<file path="config.mk">
export PLATFORM = sky130hd
export DESIGN_NAME = sys_reset_seq
export DESIGN_NICKNAME = d
export VERILOG_FILES = /design/src/rtl/sys_reset_seq.sv
export SDC_FILE = /design/constraint.sdc
export NUM_CORES = 1
export LEC_CHECK = 0
export CELL_PAD_IN_SITES_DETAIL_PLACEMENT = 0
export CELL_PAD_IN_SITES_GLOBAL_PLACEMENT = 1
export CORE_ASPECT_RATIO = 1.25
export CORE_MARGIN = 10
export CORE_UTILIZATION = 35
export CTS_BUF_LIST = sky130_fd_sc_hd__clkbuf_16
export DETAILED_ROUTE_END_ITERATION = 10
export HOLD_SLACK_MARGIN = 0.03
export MAX_ROUTING_LAYER = met4
export PLACE_DENSITY = 0.82
export SLEW_MARGIN = 20
export SYNTH_ARGS = -nofsm -noshare
export SYNTH_HDL_FRONTEND = slang
export SYNTH_SLANG_ARGS = --single-unit
</file>
<file path="constraint.sdc">
create_clock -name clk -period 1.8 [get_ports clk]
set_clock_uncertainty 0.1 [all_clocks]
set_input_delay 0.27 -clock clk [delete_from_list [all_inputs] [get_ports clk]]
set_output_delay 0.27 -clock clk [all_outputs]
set_load 0.03 [all_outputs]
</file>
<file path="src/rtl/sys_reset_seq.sv">
// sys_reset_seq: system reset sequencer for the RV32I core.
// Synchronizes the JTAG reset request and DDR3 calibration-done level into clk,
// then holds core_reset until DDR is ready and all reset causes have been quiet
// for HOLD_CYCLES cycles. Counts resets issued while running (saturating).
module sys_reset_seq #(
   parameter int SYNC_STAGES = 2,
   parameter int HOLD_CYCLES = 16,
   parameter int CNT_WIDTH   = 8
) (
   input  logic                 clk,
   input  logic                 rst_n,
   input  logic                 jsys_reset,
   input  logic                 init_ddr3_done,
   input  logic                 soft_reset_req,
   output logic                 core_reset,
   output logic                 ddr_ready,
   output logic [1:0]           seq_state,
   output logic [CNT_WIDTH-1:0] reset_count
);

   typedef enum logic [1:0] {
      ST_WAIT_DDR = 2'd0,
      ST_HOLD     = 2'd1,
      ST_RUN      = 2'd2,
      ST_UNUSED   = 2'd3
   } state_t;

   localparam logic [7:0] HOLD_LOAD = 8'(HOLD_CYCLES - 1);

   logic [SYNC_STAGES-1:0] jrst_sync_q, jrst_sync_d;
   logic [SYNC_STAGES-1:0] ddr_sync_q, ddr_sync_d;
   logic                   jrst_s, ddr_s, cause;
   state_t                 state_q, state_d;
   logic [7:0]             hold_cnt_q, hold_cnt_d;
   logic                   core_reset_q, core_reset_d;
   logic [CNT_WIDTH-1:0]   reset_count_q, reset_count_d;
   logic                   run_exit;

   // Synchronizer chains shift the raw asynchronous levels in at stage 0.
   always_comb begin
      jrst_sync_d = {jrst_sync_q[SYNC_STAGES-2:0], jsys_reset};
      ddr_sync_d  = {ddr_sync_q[SYNC_STAGES-2:0], init_ddr3_done};
   end

   // Synchronizer flops; the only place the asynchronous inputs are sampled.
   always_ff @(posedge clk) begin
      if (!rst_n) begin
         jrst_sync_q <= '0;
         ddr_sync_q  <= '0;
      end else begin
         jrst_sync_q <= jrst_sync_d;
         ddr_sync_q  <= ddr_sync_d;
      end
   end

   assign jrst_s = jrst_sync_q[SYNC_STAGES-1];
   assign ddr_s  = ddr_sync_q[SYNC_STAGES-1];
   assign cause  = jrst_s | soft_reset_req;

   // State register together with the hold countdown it owns.
   always_ff @(posedge clk) begin
      if (!rst_n) begin
         state_q    <= ST_WAIT_DDR;
         hold_cnt_q <= '0;
      end else begin
         state_q    <= state_d;
         hold_cnt_q <= hold_cnt_d;
      end
   end

   // Next-state logic: DDR loss dominates, then reset causes, then the countdown.
   always_comb begin
      state_d    = state_q;
      hold_cnt_d = hold_cnt_q;
      case (state_q)
         ST_WAIT_DDR: begin
            if (ddr_s) begin
               state_d    = ST_HOLD;
               hold_cnt_d = HOLD_LOAD;
            end
         end
         ST_HOLD: begin
            if (!ddr_s) begin
               state_d = ST_WAIT_DDR;
            end else if (cause) begin
               hold_cnt_d = HOLD_LOAD;
            end else if (hold_cnt_q == 8'd0) begin
               state_d = ST_RUN;
            end else begin
               hold_cnt_d = hold_cnt_q - 8'd1;
            end
         end
         ST_RUN: begin
            if (!ddr_s) begin
               state_d = ST_WAIT_DDR;
            end else if (cause) begin
               state_d    = ST_HOLD;
               hold_cnt_d = HOLD_LOAD;
            end
         end
         default: state_d = ST_WAIT_DDR;
      endcase
   end

   // Output logic: core_reset follows the registered state; RUN exits are counted once.
   always_comb begin
      core_reset_d  = (state_q != ST_RUN);
      run_exit      = (state_q == ST_RUN) && (state_d != ST_RUN);
      reset_count_d = reset_count_q;
      if (run_exit && !(&reset_count_q)) begin
         reset_count_d = reset_count_q + 1'b1;
      end
   end

   // Output flops so core_reset and reset_count have no combinational path out.
   always_ff @(posedge clk) begin
      if (!rst_n) begin
         core_reset_q  <= 1'b1;
         reset_count_q <= '0;
      end else begin
         core_reset_q  <= core_reset_d;
         reset_count_q <= reset_count_d;
      end
   end

   assign core_reset  = core_reset_q;
   assign ddr_ready   = ddr_s;
   assign seq_state   = state_q;
   assign reset_count = reset_count_q;

endmodule

</file>
==> results.sh <==
export IMPL_ys_warnings_count=0
export IMPL_yosysUniqueCellTypes=37
export IMPL_initial_core_util=0.366
export IMPL_min_path_cells=1
export IMPL_clock_latency_ns=0.25
export IMPL_final_hold_viol_count=0
export IMPL_grt_pass1_wl_um=4140
export IMPL_cts_tree="built"
export IMPL_fmax_ghz=0.567
export IMPL_status="completed"
export IMPL_gp_congestion=0.765
export IMPL_routed_top_layer="met4"
export IMPL_crit_slowest_cell="or4_1"
export IMPL_wl_per_cell_um=13.4
export IMPL_hold_end="ddr_sync_q[1]"
export IMPL_overflow=0
export IMPL_drtIter0Drc=76
export IMPL_die_area_mm2=0.00575
export IMPL_die_y_um=82.4
export IMPL_tightest_slew_ns=0.438
export IMPL_root_buffer="clkbuf_16"
export IMPL_nets=159
export IMPL_routed_wl_um=2490
export IMPL_start_kind="flop"
export IMPL_syn_area_per_cell_um2=8.92
export IMPL_r2r_cells=6
export IMPL_dp_cells=182
export IMPL_finalCriticalPeriod_ns=1.76
export IMPL_route_detailed_drc=0
export IMPL_ys_ff_latch=23
export IMPL_end_kind="flop"
export IMPL_dpl_hpwl_um=1880
export IMPL_timing_rr_end="hold_cnt_q[5]"
export IMPL_grt_total_usage=0.0881
export IMPL_cts_num_sinks=23
export IMPL_required_ns=1.89
export IMPL_dieWidth_um=69.9
export IMPL_ir_drop_mv=0.405
export IMPL_fin_setup_tns_ns=0
export IMPL_finalCritPeriodShare=0.979
export IMPL_slew_headroom=0.708
export IMPL_num_vias=985
export IMPL_placement_io_buffers=16
export IMPL_postCtsHoldBufs=0
export IMPL_path_clk_slew_ns=0.06
export IMPL_dr_pass1_iters=4
export IMPL_seq_area_frac_synth=0.423
export IMPL_r2r_setup_slack_ns=0.04
export IMPL_power_leakage_nw=0.619
export IMPL_netlist_area_mm2=0.00109
export IMPL_cts_buffers_inserted=3
export IMPL_utilization=0.499
export IMPL_slew_violations=0
export IMPL_routed_wl_met3_um=124
export IMPL_timing_rr_start="hold_cnt_q[0]"
export IMPL_crit_family="simple AND/OR/NAND/NOR gates"
export IMPL_ant_nets=0
export IMPL_stdcell_count=186
export IMPL_cp_cell_sequence="inv_1 -> ha_1 -> nor3b_1 -> and4_4 -> or4_1 -> a21oi_2"
export IMPL_arrival_ns=1.86
export IMPL_drive_above_1_share=0.200
export IMPL_syn_num_nets=130
export IMPL_synthCells=122
export IMPL_cts_buffer_depth=2
export IMPL_min_path_type="flop to flop"
export IMPL_routed_wl_met2_um=1200
export IMPL_crit_type="flop to flop"
export IMPL_cap_violations=0
export IMPL_worstHoldStart="ddr_sync_q[0]"
export IMPL_viasPerCell=5.30
export IMPL_critPathBufInv=1
export IMPL_multi_input_area_um2=606
export IMPL_num_rows=22
export IMPL_cp_max_fo=9
export IMPL_grt_max_degree=14
export IMPL_first_global_vias=959
export IMPL_yosysTopAreaCell="dfxtp_1"
export IMPL_rsz0062_at_grt="yes"
export IMPL_setup_viol=0
export IMPL_diodes=0
export IMPL_cp_num_cells=6
export IMPL_synth_top_area_frac=0.423
export IMPL_slowest_delay_ns=0.52
export IMPL_n_fill_cell=283
export IMPL_antenna_found_initial=0
export IMPL_cts_max_level=1
export IMPL_wl_met1_um=1110
export IMPL_synth_area_leaders="dfxtp_1 42%, o31ai_1 4.1%, or4_1 4.1%"
export IMPL_pin_count=17
export IMPL_seq_area_um2=463
export IMPL_core_area_mm2=0.00297
export IMPL_areaGrowthSynthToFinish_pct=36.3
export IMPL_cellPowerDensity_mw_per_mm2=772
[cell usage in the layout, fill, tap and decap left out, types with 4 or more instances in the layout]
| cell type | instances |
|---|---|
| a21oi_1 | 5 |
| and2_1 | 5 |
| buf_4 | 13 |
| clkdlybuf4s50_1 | 12 |
| dfxtp_1 | 21 |
| dlymetal6s2s_1 | 4 |
| inv_1 | 6 |
| nand2_1 | 8 |
| nand3_1 | 5 |
| nor2_1 | 7 |
| nor3_1 | 4 |
| o21ai_0 | 4 |
| o31ai_1 | 6 |
| or3_1 | 4 |
| or4_1 | 4 |
[flip-flops by register name (all words and copies together), names as in the netlist]
| register | count |
|---|---|
| reset_count | 8 |
| ddr_sync_q | 2 |
| jrst_sync_q | 2 |
| hold_cnt_q | 8 |
| seq_state | 2 |
| core_reset | 1 |
[worst max path at each step]
| stage | from | endpoint | slack (ns) |
|---|---|---|---|
| 2_1_floorplan | hold_cnt_q[0] | hold_cnt_q[3] | 0.004 |
| 5_1_grt | hold_cnt_q[1] | hold_cnt_q[3] | -0.02 |
| 4_1_cts | seq_state[0] | seq_state[0] | 0.001 |
| 3_5_place_dp | soft_reset_req | hold_cnt_q[3] | -0.25 |
| 6_report | hold_cnt_q[0] | hold_cnt_q[5] | 0.04 |
| 3_3_place_gp | soft_reset_req | hold_cnt_q[3] | -0.20 |
[routing by layer]
metal  global-route usage  vias to the layer above
met5                    -                        -
met4               0.0455                        0
met3               0.0263                        6
met2                0.152                       18
met1               0.0905                      452
li1                     -                      509
[where the power goes]
part           internal (W)  leakage, nW  total [W]  switching (W)
combinational     0.0000679        0.390   0.000133      0.0000651
sequential         0.000525        0.188   0.000537      0.0000127
clock              0.000298       0.0409   0.000475       0.000177
total              0.000891        0.619    0.00115       0.000255
[cell families after synthesis]
logic type	Yosys count	share of synthesized area
buffers and inverters	11	0.0494
and+or+nand+nor	50	0.262
DFF	23	0.423
AOI/OAI and AO/OA	31	0.197
muxes	2	0.0184
adders and majority gates	3	0.0345
xor gates and xnor gates	2	0.0161
[cell type report]
| type | instances | share of cell area |
|---|---|---|
| clock buffer | 3 | 0.0506 |
| multi-input combinational | 88 | 0.408 |
| tap | 36 | 0.0304 |
| inverter | 6 | 0.0152 |
| timing repair buffer | 29 | 0.180 |
| sequential | 23 | 0.312 |
| clock inverter | 1 | 0.00337 |
[synth_stat cells, drive strengths merged]
cell	n
dfxtp	23
o211ai	1
nand4	1
and2b	1
o31ai	6
a31oi	3
clkbuf	2
o21ai	6
o21a	2
ha	3
nand2	8
o2111ai	1
and3	1
and2	5
nor3b	1
nor4	1
buf	3
nor3	5
a211o	1
or4	6
nand3b	1
nor2	7
inv	6
nor2b	1
mux2i	2
and4	1
o311ai	1
a2bb2oi	1
or3	5
o311a	1
nand3	5
or3b	1
a21oi	8
xor2	2
[what timing repair did]
| item | 4_1_cts | 5_1_grt |
|---|---|---|
| pin swaps | 0 | 3 |
| buffers inserted | 0 | 0 |
| gates resized for setup | 2 | 12 |
| gates cloned | 0 | 0 |
| setup endpoints to repair | 6 | 12 |
[through the flow]
stage / setup WS, ns / hold WS (ns) / power (W) / area (um2)
5_1_grt: -0.0209 / 0.341 / 0.00120 / 1480
2_1_floorplan: 0.00387 / 0.297 / 0.000618 / 1090
6_report: 0.0377 / 0.337 / 0.00115 / 1480
4_1_cts: 0.00109 / 0.339 / 0.00116 / 1440
3_5_place_dp: -0.247 / 0.325 / 0.000670 / 1360
3_3_place_gp: -0.201 / 0.314 / 0.000666 / 1360
Note: power is estimated with default switching activity, not from simulation.
